**config.mk**
```make
export PLATFORM = sky130hd
export DESIGN_NAME = board_shuffler
export DESIGN_NICKNAME = d
export VERILOG_FILES = /design/src/rtl/board_shuffler.sv
export SDC_FILE = /design/constraint.sdc
export NUM_CORES = 1
export LEC_CHECK = 0
export BUFFER_PORTS_ARGS = -buffer_cell sky130_fd_sc_hd__buf_4
export CAP_MARGIN = 20
export CORE_ASPECT_RATIO = 1.4
export CORE_MARGIN = 2
export CORE_UTILIZATION = 64
export CTS_CLUSTER_SIZE = 30
export DETAILED_ROUTE_END_ITERATION = 6
export GPL_TIMING_DRIVEN = 0
export PLACE_DENSITY = 0.9
export REMOVE_ABC_BUFFERS = 1
export SLEW_MARGIN = 10
export SYNTH_ARGS = -nofsm -noshare
export SYNTH_HDL_FRONTEND = slang
export SYNTH_SLANG_ARGS = --single-unit
```
**constraint.sdc**
```tcl
create_clock -name clk -period 8.1 [get_ports clk]
set_input_delay 1.215 -clock clk [delete_from_list [all_inputs] [get_ports clk]]
set_output_delay 1.215 -clock clk [all_outputs]
set_load 0.02 [all_outputs]
```
**src/rtl/board_shuffler.sv**
```systemverilog
// Deals a Concentration board: fills card pairs, then Fisher-Yates shuffles them using the external RNG.
// Latency: NUM_CARDS + (NUM_CARDS-1)*(2+RNG_LAT) + 1 cycles from accepted start to done (NUM_CARDS+1 when bypassed).
// No backpressure: start is accepted only in IDLE/DONE and dropped otherwise; BOARD_SHUFFLER_BYPASS_EN adds the bypass input.
module board_shuffler #(
    parameter int NUM_CARDS = 16,
    parameter int ADDR_W    = 4,
    parameter int RNG_LAT   = 1
) (
    input  logic              clk,
    input  logic              reset,
    input  logic              start,
`ifdef BOARD_SHUFFLER_BYPASS_EN
    input  logic              bypass,
`endif
    output logic              changeNum,
    input  logic [31:0]       randNum,
    input  logic [ADDR_W-1:0] rd_addr,
    output logic [ADDR_W-2:0] rd_data,
    output logic              busy,
    output logic              done
);

    localparam int CW = 3;
    localparam logic [ADDR_W-1:0] LAST = ADDR_W'(NUM_CARDS - 1);

    typedef enum logic [2:0] {
        IDLE, INIT, REQ, WAIT, SWAP, DONE
    } state_t;

    state_t            state, state_n;
    logic [ADDR_W-2:0] card [NUM_CARDS];
    logic [ADDR_W-1:0] k;
    logic [ADDR_W-1:0] i;
    logic [CW-1:0]     cnt;
    logic [15:0]       r;
    logic [ADDR_W:0]   ip1;
    logic [16+ADDR_W:0] prod;
    logic [ADDR_W-1:0] j;
    logic              byp_q;
    logic              unused_rng;

    assign unused_rng = ^randNum[31:16];
    assign rd_data    = card[rd_addr];

    // j = floor(r*(i+1)/2^16) always lands in 0..i.
    assign ip1  = {1'b0, i} + (ADDR_W+1)'(1);
    assign prod = (17+ADDR_W)'(r) * (17+ADDR_W)'(ip1);
    assign j    = prod[16+ADDR_W-1:16];

    always_ff @(posedge clk or negedge reset) begin
        if (!reset) state <= IDLE;
        else        state <= state_n;
    end

    always_comb begin
        state_n   = state;
        changeNum = 1'b0;
        case (state)
            IDLE, DONE: if (start) state_n = INIT;
            INIT: if (k == LAST) state_n = byp_q ? DONE : REQ;
            REQ: begin
                changeNum = 1'b1;
                state_n   = WAIT;
            end
            WAIT: if (cnt == CW'(1)) state_n = SWAP;
            SWAP: state_n = (i == ADDR_W'(1)) ? DONE : REQ;
            default: state_n = IDLE;
        endcase
    end

    always_ff @(posedge clk or negedge reset) begin
        if (!reset) begin
            for (int n = 0; n < NUM_CARDS; n++) card[n] <= '0;
            k     <= '0;
            i     <= '0;
            cnt   <= '0;
            r     <= '0;
            busy  <= 1'b0;
            done  <= 1'b0;
            byp_q <= 1'b0;
        end else begin
            case (state)
                IDLE, DONE: begin
                    if (start) begin
                        done  <= 1'b0;
                        busy  <= 1'b1;
                        k     <= '0;
`ifdef BOARD_SHUFFLER_BYPASS_EN
                        byp_q <= bypass;
`else
                        byp_q <= 1'b0;
`endif
                    end else if (state == DONE) begin
                        done <= 1'b1;
                        busy <= 1'b0;
                    end
                end
                INIT: begin
                    card[k] <= k[ADDR_W-1:1];
                    k       <= k + ADDR_W'(1);
                    if (k == LAST) i <= LAST;
                end
                REQ: cnt <= CW'(RNG_LAT);
                WAIT: begin
                    cnt <= cnt - CW'(1);
                    if (cnt == CW'(1)) r <= randNum[15:0];
                end
                SWAP: begin
                    card[i] <= card[j];
                    card[j] <= card[i];
                    if (i != ADDR_W'(1)) i <= i - ADDR_W'(1);
                end
                default: ;
            endcase
        end
    end

endmodule

```
==> flow_metrics.py <==
metrics = {
    "run_status": {
        "status": "complete, but fails checks",
        "violations": "design-rule violations",
    },
    "synthesis": {
        "syn_area_per_cell_um2": 8.23,
        "synth_area_leaders": "dfrtp_1 21%, fa_1 8.4%, nand2_1 8.2%",
        "yosys.area.top_type": "dfrtp_1",
        "yosysSeqAreaShare": 0.209,
        "synth_edf_count": 0,
        "netlist.area_leader.share": 0.209,
        "ys_async_sr_fraction": 1.00,
        "synth_most_common_cell": "nand2_1",
        "yosys-top-cells-count": "208 x nand2_1, 80 x dfrtp_1, 78 x inv_1, 62 x clkbuf_1, 53 x nor2_1",
        "synth.yosys.warnings": 0,
        "yosysUniqueCellTypes": 73,
        "ys_ff_latch": 80,
        "yosys_most_used_dff": "dfrtp_1",
        "netlist_instances": 1164,
        "syn-cell-area_mm2": 0.00958,
    },
    "setup_path": {
        "critPathArrivalTime_ps": 8080,
        "max_stage_delay_ps": 750,
        "slowest_stage": "dfrtp_2",
        "crit_type": "flip-flop to flip-flop",
        "path_delay_family": "compound AO/OA/AOI/OAI gates",
        "critPathMostFrequentCell": "fa_1",
        "crit_chain": "ha_1 -> and3_2 -> and2_1 -> fa_1 -> fa_1 -> inv_1 -> fa_1 -> inv_1 -> ha_1 -> a21oi_1 -> o21ai_1 -> a32oi_4 -> nand2_8 -> a31oi_1 -> o211ai_1 -> buf_4 -> o41ai_2 -> o221ai_1 -> a41oi_1 -> a211oi_1",
        "critPathRequiredTime_ps": 8310,
        "start_kind": "flip-flop",
        "critPathMaxFanout": 21,
        "critical_path.endpoint_type": "flip-flop",
        "cp_num_buf_inv": 3,
    },
    "die": {
        "die_h_um": 149,
        "die_w_um": 107,
        "pin_count": 45,
        "initial_utilization": 0.657,
        "fp-row-count": 52,
        "core_mm2": 0.0146,
        "die_area_mm2": 0.0160,
    },
    "min_path": {
        "worstHoldPathType": "flip-flop to flip-flop",
    },
    "timing": {
        "rsz0062_at_grt": "no",
        "fin_ws_ps": 227,
        "worst_hold_slack_ps": 544,
        "worst_slew_pin_slew_ps": 1170,
        "period_share": 0.972,
        "fmax_ghz": 0.127,
        "slew_headroom": 0.221,
        "setup_violations": 0,
        "final-max-slew-violation-count": 0,
        "skew_ps": 13.6,
        "period_needed_ps": 7870,
        "finalHoldViolations": 0,
    },
    "drt": {
        "routedWlPerCell_um": 23.6,
        "ant_nets": 0,
        "drt_pre_antenna_iters": 7,
        "num_vias": 9829,
        "viasPerCell": 7.42,
        "totalWireLength_mm": 31.3,
        "drc": 14,
        "drt_iter0_markers": 1489,
    },
    "global_route": {
        "grt_max_degree": 81,
        "grt_pass1_wl_mm": 49.0,
        "grt.overflow.total": 0,
        "grt.total_usage": 0.393,
        "antenna_found_initial": 0,
        "grt_pass1_vias": 9338,
    },
    "pwr": {
        "p_leak_nw": 4.07,
        "vdd_drop_max_mv": 0.155,
        "power_density_mw_per_mm2": 180,
        "p_total_w": 0.00184,
    },
    "layout": {
        "finalNonFillerCells": 1325,
        "drive_above_1_share": 0.124,
        "fillers": 1095,
        "fin_util": 0.703,
        "area_delta_synth_final_pct": 6.98,
        "nets": 1246,
        "diodes": 0,
    },
    "clock_network": {
        "numCtsBuffers": 9,
        "path_clk_slew_ps": 70,
        "htree_levels": 3,
        "cts_hold_buf": 0,
        "cts.sinks": 80,
        "root_buffer": "clkbuf_16",
        "insertion_delay_ps": 350,
        "cts_tree": "built",
        "cts.path.max_buffers": 2,
    },
    "placement": {
        "dpl.hpwl_mm": 21.2,
        "place_ws_ps": -625,
        "port_buffers": 28,
        "place_inst": 1304,
        "gp_congestion": 1.05,
    },
    "job": {
        "drv_cap": 0,
    },
}
## cell type report
class                      count  area (um^2)  share of cell area
timing repair buffer          42          408              0.0398
inverter                      79          297              0.0289
sequential                    80         2010               0.196
tap                          189          236              0.0231
multi-input combinational    919         7000               0.683
clock inverter                 6         57.6             0.00562
clock buffer                  10          239              0.0233
## per-layer routing
layer  up-vias  global-route usage  routed length, um  share of wire
li1       4159                   -                  -              -
met1      4584               0.485              10200           0.33
met2       845               0.616              14500           0.46
met3       241               0.104               4290           0.14
met4         0               0.235               2290          0.073
met5         -                   0                  0              0
## report_power, final
| group | switching, W | internal, W | total [W] |
|---|---|---|---|
| sequential | 0.000280 | 0.000506 | 0.000786 |
| combinational | 0.000300 | 0.000336 | 0.000636 |
| clock | 0.000194 | 0.000225 | 0.000419 |
| total | 0.000774 | 0.00107 | 0.00184 |
## through the flow
step,cell area [um^2],setup TNS [ps]
floorplan,9220,0
global placement,9670,-18450
detailed placement,9840,-17960
CTS,10200,0
global route,10200,0
finish,10200,0
## cell usage in the layout, fill, tap and decap left out, types with 10 or more instances in the layout
cell type,n
o22ai_1,24
nor2_1,50
nor2b_1,22
nor3_1,35
mux2_2,20
a21oi_1,32
fa_1,40
inv_1,78
buf_4,33
o21ai_0,17
mux2i_1,19
a22oi_1,27
mux4_2,29
nand4_1,33
a211oi_1,31
nand3b_1,49
nand3_1,29
ha_1,36
and2_1,52
dfrtp_1,77
a31oi_1,22
nand2_1,208
a221oi_1,10
a221o_1,11
## sequential cells by signal, summed over array words and instances (netlist names)
name / cells
card: 48
r: 16
i: 4
k: 4
cnt: 3
state: 3
busy: 1
done: 1
## timing repair
| action | CTS | global route |
|---|---|---|
| pin swaps | 1 | 1 |
| endpoints found under the setup margin | 48 | 32 |
| cloned | 1 | 0 |
| resized for setup | 4 | 6 |
| setup buffers | 0 | 2 |
## logic make-up after synthesis
logic type	Yosys count	share of synthesized area
AOI/OAI and AO/OA	242	0.189
xor gates and xnor gates	8	0.0135
adders and majority gates	76	0.131
buffers and inverters	166	0.0681
DFF	80	0.209
muxes	70	0.115
and+or+nand+nor	522	0.275
## path summary, 6_finish.rpt
kind | startpoint | to | slack [ps] | depth (start not counted)
max | i[0]$_DFFE_PN0P_ | card[3]$_DFFE_PN0P_ | 230 | 20
min | cnt[2]$_DFFE_PN0P_ | cnt[2]$_DFFE_PN0P_ | 540 | 1
max reg2reg | i[0]$_DFFE_PN0P_ | card[3]$_DFFE_PN0P_ | 230 | 20
min reg2reg | cnt[2]$_DFFE_PN0P_ | cnt[2]$_DFFE_PN0P_ | 540 | 1
max in group asynchronous | reset | i[1]$_DFFE_PN0P_ | 6710 | 2
min in group asynchronous | reset | card[10]$_DFFE_PN0P_ | 740 | 1
(Power assumes the default switching activity.)
